$ cat src/rtl/pipe_stage_skid.sv
// Valid/ready pipeline stage with a 2-entry skid buffer, flush and exception flagging.
// Define PIPE_STAGE_PERF_EN to add the transfer and stall performance counters.
module pipe_stage_skid #(
    parameter int DATA_W = 64,
    parameter int EXC_W  = 9,
    parameter int CNT_W  = 32
) (
    input  logic              clk,
    input  logic              rst,
    input  logic              up_valid,
    output logic              up_ready,
    input  logic [DATA_W-1:0] up_data,
    input  logic [EXC_W-1:0]  up_exc,
    output logic              dn_valid,
    input  logic              dn_ready,
    output logic [DATA_W-1:0] dn_data,
    output logic [EXC_W-1:0]  dn_exc,
    output logic              dn_has_exc,
`ifdef PIPE_STAGE_PERF_EN
    output logic [CNT_W-1:0]  perf_xfer_cnt,
    output logic [CNT_W-1:0]  perf_stall_cnt,
`endif
    input  logic              flush,
    output logic [1:0]        occupancy
);

    logic              main_valid_q, main_valid_d;
    logic              skid_valid_q, skid_valid_d;
    logic [DATA_W-1:0] main_data_q, main_data_d;
    logic [DATA_W-1:0] skid_data_q, skid_data_d;
    logic [EXC_W-1:0]  main_exc_q, main_exc_d;
    logic [EXC_W-1:0]  skid_exc_q, skid_exc_d;
    logic              up_ready_q, up_ready_d;
    logic [EXC_W-1:0]  dn_exc_q, dn_exc_d;
    logic              has_exc_q, has_exc_d;
    logic [1:0]        occ_q, occ_d;
    logic              up_xfer_s;
    logic              dn_xfer_s;

    assign up_xfer_s = up_valid & up_ready_q;
    assign dn_xfer_s = main_valid_q & dn_ready;

    // Next-state for both slots, keyed on (main_valid, skid_valid).
    always_comb begin
        main_valid_d = main_valid_q;
        skid_valid_d = skid_valid_q;
        main_data_d  = main_data_q;
        main_exc_d   = main_exc_q;
        skid_data_d  = skid_data_q;
        skid_exc_d   = skid_exc_q;
        if (flush) begin
            main_valid_d = 1'b0;
            skid_valid_d = 1'b0;
        end else begin
            case ({main_valid_q, skid_valid_q})
                2'b00: begin
                    if (up_xfer_s) begin
                        main_valid_d = 1'b1;
                        main_data_d  = up_data;
                        main_exc_d   = up_exc;
                    end else begin
                        main_valid_d = 1'b0;
                    end
                end
                2'b10: begin
                    if (up_xfer_s && !dn_xfer_s) begin
                        skid_valid_d = 1'b1;
                        skid_data_d  = up_data;
                        skid_exc_d   = up_exc;
                    end else if (up_xfer_s && dn_xfer_s) begin
                        main_data_d = up_data;
                        main_exc_d  = up_exc;
                    end else if (dn_xfer_s) begin
                        main_valid_d = 1'b0;
                    end else begin
                        main_valid_d = 1'b1;
                    end
                end
                2'b11: begin
                    // Skid is always the younger entry, so it moves into main.
                    if (dn_xfer_s) begin
                        main_data_d  = skid_data_q;
                        main_exc_d   = skid_exc_q;
                        skid_valid_d = 1'b0;
                    end else begin
                        skid_valid_d = 1'b1;
                    end
                end
                default: begin
                    main_valid_d = 1'b0;
                    skid_valid_d = 1'b0;
                end
            endcase
        end
    end

    // Output-side flops are computed from next state so every output comes straight from a flop.
    always_comb begin
        up_ready_d = ~skid_valid_d;
        occ_d      = {1'b0, main_valid_d} + {1'b0, skid_valid_d};
        if (main_valid_d) begin
            dn_exc_d  = main_exc_d;
            has_exc_d = |main_exc_d;
        end else begin
            dn_exc_d  = {EXC_W{1'b0}};
            has_exc_d = 1'b0;
        end
    end

    // Control/status state with synchronous reset.
    always_ff @(posedge clk) begin
        if (rst) begin
            main_valid_q <= 1'b0;
            skid_valid_q <= 1'b0;
            up_ready_q   <= 1'b1;
            occ_q        <= 2'd0;
            dn_exc_q     <= {EXC_W{1'b0}};
            has_exc_q    <= 1'b0;
        end else begin
            main_valid_q <= main_valid_d;
            skid_valid_q <= skid_valid_d;
            up_ready_q   <= up_ready_d;
            occ_q        <= occ_d;
            dn_exc_q     <= dn_exc_d;
            has_exc_q    <= has_exc_d;
        end
    end

    // Payload flops are never cleared; validity alone qualifies them.
    always_ff @(posedge clk) begin
        main_data_q <= main_data_d;
        main_exc_q  <= main_exc_d;
        skid_data_q <= skid_data_d;
        skid_exc_q  <= skid_exc_d;
    end

`ifdef PIPE_STAGE_PERF_EN
    logic [CNT_W-1:0] xfer_cnt_q;
    logic [CNT_W-1:0] stall_cnt_q;

    // Performance counters wrap naturally and ignore flush.
    always_ff @(posedge clk) begin
        if (rst) begin
            xfer_cnt_q  <= {CNT_W{1'b0}};
            stall_cnt_q <= {CNT_W{1'b0}};
        end else begin
            if (dn_xfer_s) begin
                xfer_cnt_q <= xfer_cnt_q + {{(CNT_W-1){1'b0}}, 1'b1};
            end else begin
                xfer_cnt_q <= xfer_cnt_q;
            end
            if (main_valid_q && !dn_ready) begin
                stall_cnt_q <= stall_cnt_q + {{(CNT_W-1){1'b0}}, 1'b1};
            end else begin
                stall_cnt_q <= stall_cnt_q;
            end
        end
    end

    assign perf_xfer_cnt  = xfer_cnt_q;
    assign perf_stall_cnt = stall_cnt_q;
`endif

    assign up_ready   = up_ready_q;
    assign dn_valid   = main_valid_q;
    assign dn_data    = main_data_q;
    assign dn_exc     = dn_exc_q;
    assign dn_has_exc = has_exc_q;
    assign occupancy  = occ_q;

endmodule

$ cat config.mk
export PLATFORM = sky130hd
export DESIGN_NAME = pipe_stage_skid
export DESIGN_NICKNAME = d
export VERILOG_FILES = /design/src/rtl/pipe_stage_skid.sv
export SDC_FILE = /design/constraint.sdc
export NUM_CORES = 1
export LEC_CHECK = 0
export ABC_AREA = 1
export BUFFER_PORTS_ARGS = -buffer_cell sky130_fd_sc_hd__buf_2
export CAP_MARGIN = 20
export CORE_UTILIZATION = 35
export DETAILED_ROUTE_END_ITERATION = 10
export HOLD_SLACK_MARGIN = 0.08
export PLACE_DENSITY_LB_ADDON = 0.05
export SYNTH_ARGS = -nofsm -noshare
export SYNTH_HDL_FRONTEND = slang
export SYNTH_SLANG_ARGS = --single-unit
export TNS_END_PERCENT = 1
$ cat constraint.sdc
create_clock -name clk -period 4.5 [get_ports clk]
set_input_delay 0.45 -clock clk [delete_from_list [all_inputs] [get_ports clk]]
set_output_delay 0.45 -clock clk [all_outputs]
set_load 0.01 [all_outputs]
==> flow_metrics.py <==
metrics = {
    "outcome": {
        "status": "complete, no violations",
    },
    "global_route": {
        "met1_usage_pct": 18.7,
        "grt-busiest-layer": "met2",
        "grt_usage_pct": 15.0,
        "met2_usage_pct": 23.8,
        "grt_pass1_wl_um": 19900,
        "overflow": 0,
        "use_met3_pct": 5.36,
        "grt_max_degree": 67,
        "antenna_found_initial": 1,
        "grt_pass1_vias": 3779,
    },
    "pwr": {
        "vdd_drop_max_uv": 255,
        "intPower_mw": 2.62,
        "seqPwrFrac_pct": 50.6,
        "p_leak_nw": 3.27,
        "p_sw_share_pct": 21.2,
        "pwr-share-comb_pct": 6.0,
        "powerDensity_mw_per_mm2": 437,
        "switching_power_uw": 707,
        "pwr-share-clk_pct": 43.4,
    },
    "critical_path": {
        "r2r_cells": 5,
        "end_kind": "register",
        "arrival_ns": 2.50,
        "required_ns": 4.55,
        "crit_type": "reg2reg",
        "critPathLaunchType": "register",
        "crit_fanout": 46,
    },
    "timing": {
        "slew_headroom_pct": 45.7,
        "finalSetupViolCount": 0,
        "setup_tns_ns": 0,
        "max_freq_mhz": 409,
        "drv_slew": 0,
        "skew_ns": 0.00698,
        "hold_viol_final": 0,
        "finalCritPeriodShare_pct": 54.3,
        "fin_crit_ns": 2.44,
        "tightestPinTransition_ns": 0.815,
        "rsz0062_at_grt": "false",
    },
    "die": {
        "initial_core_util_pct": 36.0,
        "num_rows": 47,
        "core_mm2": 0.0166,
        "die_area_mm2": 0.0177,
        "dieWidth_um": 133,
        "die_height_um": 133,
        "ios": 156,
    },
    "cts": {
        "cts_sinks": 161,
        "cts_tree": "yes",
        "clkLatencyLatePin_ns": 0.42,
        "post-cts-setup-buffer-count": 0,
        "cts_buffers": 17,
        "post_cts_resized": 0,
        "cts_hold_buffers": 0,
        "htree_num_levels": 4,
        "clock_path_buffers": 2,
        "cts-root-buf": "clkbuf_16",
        "clk_pin_slew_ns": 0.06,
    },
    "synthesis": {
        "syn_nets": 575,
        "syn_area_mm2": 0.00600,
        "syn_inst": 496,
        "ys_types": 24,
        "yosysWarningCount": 0,
        "ys_seq_elements": 161,
        "syn_area_per_cell_um2": 12.1,
        "yosysSeqAreaShare_pct": 76.6,
    },
    "finish": {
        "final_nets": 738,
        "area_growth_syn_to_layout_pct": 26.9,
        "final_util_pct": 45.8,
        "final_common_cell": "nand2_1",
        "drive_gt1_share_pct": 32.4,
        "final_cell_mix": "236 x nand2_1, 155 x buf_2, 137 x edfxtp_1, 24 x dfxtp_1",
        "n_fill_cell": 1579,
    },
    "placement": {
        "portBuffers": 155,
        "routabilityCongestion": 0.797,
        "dp_hpwl_um": 8210,
    },
    "drt": {
        "drtIter0Drc": 167,
        "drt-total-wl_um": 12600,
        "dr.pass1.iters": 6,
        "route.detailed.drc": 0,
        "wl_per_cell_um": 14.1,
        "detail_route.vias_per_cell": 4.34,
        "antenna_left": 0,
        "vias": 3873,
    },
    "job": {
        "drv_cap": 0,
    },
    "hold_path": {
        "hold_class": "in2reg",
        "hold_path_depth": 1,
    },
}
## sequential cells by signal, summed over array words and instances (netlist names)
signal and cells:
skid_data_q 64, occupancy 2, main_exc_q 9, skid_exc_q 9
dn_exc 9, up_ready 1, dn_valid 1, skid_valid_q 1
dn_has_exc 1, dn_data 64
## critical path, stage by stage (launching register included)
cell and delay, ns:
dfxtp_1 0.43, inv_2 0.08, a21oi_4 0.35, nand3_4 0.18
inv_2 0.40, buf_4 0.60
## cells by family after synthesis
family | Yosys count | share of synthesized area (%)
adders and majority gates | 1 | 0.209
buffers and inverters | 39 | 2.77
and+or+nand+nor | 278 | 18.6
AOI/OAI and AO/OA | 17 | 1.86
DFF | 161 | 76.6
## worst paths after layout
| kind | start | to | slack [ns] |
|---|---|---|---|
| hold / removal | up_exc[0] | skid_exc_q[0] | 0.22 |
| setup / recovery | dn_valid | dn_data[1] | 2.06 |
| setup reg to reg | dn_valid | dn_data[1] | 2.06 |
| hold reg to reg | main_exc_q[2] | main_exc_q[2] | 0.46 |
## power by group through the flow
stage                     Clock (mW)  Combinational, mW  Sequential [mW]
after floorplan                    0             0.0885             1.73
after global placement             0              0.200             1.72
after detailed placement           0              0.202             1.72
after CTS                       1.49              0.203             1.69
after global routing            1.54              0.224             1.69
final                           1.45              0.198             1.69
## layer usage
| metal | part of all wire (%) | routed length, um | vias up |
|---|---|---|---|
| met4 | 1.3 | 164 | 0 |
| li1 | - | - | 1971 |
| met1 | 45 | 5690 | 1782 |
| met2 | 47 | 5930 | 106 |
| met5 | 0 | 0 | - |
| met3 | 6.3 | 790 | 14 |
## cells in the mapped netlist
cell type    n  area share (%)
inv_2        7            0.44
buf_2        8            0.67
dfxtp_1     24             8.0
inv_4        1            0.10
nor2_4       1            0.19
nand2_1    237              15
nand3_2      1            0.17
ha_1         1            0.21
inv_1       16             1.0
o21ai_1      1           0.083
nand2_2      9            0.94
nand3_4      1            0.29
nand2_4      1            0.19
o211ai_1     3            0.38
edfxtp_1   137              69
a21oi_4      1            0.27
nand3_1      9            0.75
nor2_1      18             1.1
nor2_2       1            0.10
a21oi_2      2            0.29
clkbuf_1     6            0.38
a21oi_1      7            0.58
buf_6        1            0.19
o21ai_0      3            0.25
## layout make-up
type	instances	area, um2	share of cell area (%)
Antenna cell	1	2.50	0.0329
Clock buffer	19	433	5.69
Clock inverter	13	163	2.14
Inverter	24	92.6	1.22
Multi-Input combinational cell	296	1250	16.4
Sequential cell	161	4590	60.3
Tap cell	220	275	3.61
Timing Repair Buffer	159	806	10.6
## through the flow
step / instances / total power, mW / setup slack [ns] / hold slack (ns) / instance area (um2)
after floorplan: 496 / 1.82 / 0.154 / 0.428 / 6000
after global placement: 860 / 1.92 / 1.99 / 0.439 / 7020
after detailed placement: 860 / 1.92 / 1.94 / 0.443 / 7020
after CTS: 892 / 3.37 / 2.01 / 0.199 / 7610
after global routing: 892 / 3.45 / 1.82 / 0.196 / 7610
final: 893 / 3.33 / 2.06 / 0.220 / 7610
Power figures use the tool's default switching activity.
